File: src/rtl/tff_3bits.sv
// rtl/tff_3bits.sv - three independent toggle flip-flops on push-buttons, states and run flag on LEDs
// btn[3] is a synchronous active-low reset; T inputs optionally pass through a register chain first.
module tff_3bits #(
   parameter int SYNC_STAGES = 0,
   parameter int EDGE_MODE   = 0
) (
   input  logic       sysclk,
   input  logic [3:0] btn,
   output logic [3:0] led
);

   logic       resetn;
   logic [2:0] t;
   logic [2:0] toggle;
   logic [2:0] tff_q, tff_d;
   logic [2:0] t_prev_q, t_prev_d;
   logic       run_q, run_d;

   assign resetn = btn[3];

   // T source: raw buttons, or the tail of a SYNC_STAGES-deep register chain.
   generate
      if (SYNC_STAGES == 0) begin : g_direct
         assign t = btn[2:0];
      end else begin : g_sync
         logic [2:0] sync_q [SYNC_STAGES];
         logic [2:0] sync_d [SYNC_STAGES];

         always_comb begin
            sync_d[0] = btn[2:0];
            for (int i = 1; i < SYNC_STAGES; i++) begin
               sync_d[i] = sync_q[i-1];
            end
         end

         always_ff @(posedge sysclk) begin
            for (int i = 0; i < SYNC_STAGES; i++) begin
               if (!resetn) begin
                  sync_q[i] <= 3'b000;
               end else begin
                  sync_q[i] <= sync_d[i];
               end
            end
         end

         assign t = sync_q[SYNC_STAGES-1];
      end
   endgenerate

   always_comb begin
      toggle   = 3'b000;
      tff_d    = tff_q;
      t_prev_d = t;
      run_d    = 1'b1;
      // Edge mode only counts a 0->1 step of T; history starts at 0 so a held button counts once.
      if (EDGE_MODE != 0) begin
         toggle = t & ~t_prev_q;
      end else begin
         toggle = t;
      end
      tff_d = tff_q ^ toggle;
   end

   always_ff @(posedge sysclk) begin
      if (!resetn) begin
         tff_q    <= 3'b000;
         t_prev_q <= 3'b000;
         run_q    <= 1'b0;
      end else begin
         tff_q    <= tff_d;
         t_prev_q <= t_prev_d;
         run_q    <= run_d;
      end
   end

   assign led = {run_q, tff_q};

endmodule

File: config.mk
export PLATFORM = sky130hd
export DESIGN_NAME = tff_3bits
export DESIGN_NICKNAME = d
export VERILOG_FILES = /design/src/rtl/tff_3bits.sv
export SDC_FILE = /design/constraint.sdc
export NUM_CORES = 1
export LEC_CHECK = 0
export ABC_CLOCK_PERIOD_IN_PS = 1310
export CAP_MARGIN = 10
export CORE_AREA = 2 2 39 41
export DETAILED_ROUTE_END_ITERATION = 12
export DIE_AREA = 0 0 41 43
export HOLD_SLACK_MARGIN = 0.1
export SLEW_MARGIN = 20
export SYNTH_ARGS = -nofsm -noshare
export SYNTH_HDL_FRONTEND = slang
export SYNTH_SLANG_ARGS = --single-unit
File: constraint.sdc
create_clock -name sysclk -period 1.31 [get_ports sysclk]
set_input_delay 0.393 -clock sysclk [delete_from_list [all_inputs] [get_ports sysclk]]
set_output_delay 0.393 -clock sysclk [all_outputs]
set_load 0.005 [all_outputs]
==> run_results.csv <==
group,metric,value,unit
route,viasPerCell,2.76,
worst_setup_path,slowest_stage,"dfxtp_1",
sta,rsz0062_at_grt,"false",
worst_setup_path,r2r_start,"tff_q[2]",
worst_setup_path,path_depth,1,
worst_setup_path,critPathMaxStageDelay,0.33,ns
worst_setup_path,arrival,0.80,ns
sta,period_share,91.0,%
sta,fmax,0.839,GHz
global_route,gr-total-overflow,0,
global_route,antenna_found_initial,0,
synthesis,ys_warn_count,0,
pwr,p_leak,0.111,nW
pwr,power_density,1360,nW/um^2
clock_tree,hold_buffers,0,
floorplanning,ioPinCount,9,
floorplanning,die_x,41,um
floorplanning,core_area,1380,sq um
route,drc,0,
global_route,grt_pass1_vias,85,
sta,worstMarginPinSlew,0.124,ns
pwr,p_int,0.267,mW
worst_setup_path,path_cells,"dlygate4sd2_1",
placed_design,place.gp.congestion,0.493,
clock_tree,htree_levels,1,
floorplanning,floorplan.initialDensity,9.58,%
synthesis,synth.net_count,16,
route,route.vias.total,102,
floorplanning,design.die.area,1760,sq um
synthesis,synth.avg_cell_area,12.1,sq um
pwr,power.share.clock,44.6,%
worst_setup_path,cp_data_required_time,0.92,ns
synthesis,syn_inst,11,
cells_and_area,nNetsFinal,28,
sta,whs,0.581,ns
clock_tree,clk_latency,0.23,ns
outcome,outcome,"finished clean",
floorplanning,die_h,43,um
min_path,holdPathEnd,"tff_q[0]",
worst_setup_path,r2r-end,"tff_q[2]",
clock_tree,cts_sinks,4,
route,drt_iter0_drc,0,
clock_tree,cts_made_buffers,3,
route,routed_wl,273,um
worst_setup_path,r2r_slack,0.62,ns
sta,fin_skew,0,ns
sta,timing.final.crit_period,1.19,ns
pwr,p_sw,0.0644,mW
global_route,grt_pass1_wl,276,um
clock_tree,cts_buffer_depth,2,
cells_and_area,layout-drive-gt1-share,14.3,%
global_route,groute.usage.overall,3.61,%
pwr,sw_frac_of_total,19.5,%
synthesis,ys_seq_elements,4,
route,firstDrtPassIters,1,
placed_design,portBuffers,8,
worst_setup_path,end_kind,"output pin",
min_path,holdPathStages,2,
sta,slew_headroom,91.7,%
pwr,p_comb_share,13.1,%
cells_and_area,syn2layout_area_growth,83.0,%
clock_tree,clk_pin_slew,0.04,ns
min_path,hp-start,"tff_q[0]",
synthesis,mappedNetlistArea,133,sq um
global_route,grt_max_degree,5,
route,postRouteAntennaNets,0,
worst_setup_path,start_kind,"flip-flop",
sta,hold_violations,0,
synthesis,ys_types,4,
cells_and_area,diodes,0,
sta,slew_violations,0,
cells_and_area,final_cells,37,
sta,setup_viol,0,
cells_and_area,mostFrequentLayoutCells,"clkdlybuf4s50_1 (4), dlygate4sd2_1 (4), dfxtp_1 (4)",
placed_design,placed_cells,34,
synthesis,seq_area_frac_synth,60.4,%
pwr,ir_drop,0.000213,V
clock_tree,cts_tree,"done",
floorplanning,rows,14,
pwr,seqPwrFrac,42.2,%
sta,setup_tns,0,ns
cells_and_area,fin_util,17.5,%
job,drv_cap,0,
worst_setup_path,reg2regPathDepth,2,
worst_setup_path,worstPathMaxFanout,2,
worst_setup_path,crit_family,"flip-flops",
clock_tree,cts-root-buf,"clkbuf_4",
route,post_drt_wl_per_cell,7.38,um
worst_setup_path,crit_type,"reg -> out",
worst_setup_path,worst-path-buf-inv,1,
min_path,worstHoldPathType,"reg -> reg",
worst min-delay path, delay by kind of cell (launching register included):
family / cells / cell delay, ns
DFF: 1 / 0.31
xor gates and xnor gates: 1 / 0.12
and+or+nand+nor: 1 / 0.12
synthesized netlist by cell type:
master / n / area share (%)
dfxtp_1: 4 / 60
xor2_1: 3 / 20
and2_1: 3 / 14
buf_4: 1 / 5.7
per-layer routing:
metal  vias to the layer above  track usage [%]  wire length, um
li1                         52                -                -
met5                         -                0                0
met2                        11             3.13               78
met4                         0             8.00               29
met1                        35             1.60               92
met3                         4             4.71               72
through the flow:
| step | setup WS, ns | power (mW) | instance area [sq um] |
|---|---|---|---|
| finish | 0.118 | 0.331 | 243 |
| floorplan | 0.524 | 0.159 | 133 |
| CTS | 0.102 | 0.341 | 243 |
| global route | 0.0817 | 0.347 | 243 |
| global placement | 0.0810 | 0.193 | 225 |
| detailed placement | 0.0777 | 0.194 | 225 |
flip-flops by register name (all words and copies together), names as in the netlist:
signal	cells
run_q	1
tff_q	3
kinds of logic (layout without fill, tap and decap cells):
| kind of cell | count (synthesis) | count (layout) | synth area share, % |
|---|---|---|---|
| buf+inv | 1 | 11 | 5.66 |
| xor+xnor | 3 | 3 | 19.8 |
| simple gates | 3 | 3 | 14.2 |
| flops | 4 | 4 | 60.4 |
power groups by stage:
stage / sequential (mW) / combinational, mW / clock (mW)
final: 0.140 / 0.0435 / 0.148
after global routing: 0.141 / 0.0480 / 0.158
after CTS: 0.140 / 0.0445 / 0.156
after detailed placement: 0.142 / 0.0513 / 0
after global placement: 0.142 / 0.0510 / 0
after floorplan: 0.143 / 0.0152 / 0
cell type report:
cell class / instances / area (sq um)
Timing Repair Buffer: 8 / 75.1
Clock buffer: 3 / 22.5
Fill cell: 160 / 1140
Tap cell: 16 / 20.0
Sequential cell: 4 / 80.1
Multi-Input combinational cell: 6 / 45.0
how the worst max path moves through the flow:
stage	slack, ns	end	startpoint
2_1_floorplan	0.52	led[3]	run_q
3_3_place_gp	0.08	tff_q[0]	btn[0]
3_5_place_dp	0.08	tff_q[2]	btn[2]
4_1_cts	0.10	led[0]	tff_q[0]
5_1_grt	0.08	led[2]	tff_q[2]
6_report	0.12	led[0]	tff_q[0]
timing repair:
item                       4_1_cts  5_1_grt
setup endpoints to repair        4        0
gates resized for setup          4        0
hold endpoints to repair         0        0
setup buffers                    0        0
No activity file was read; power rests on OpenSTA's default activity.
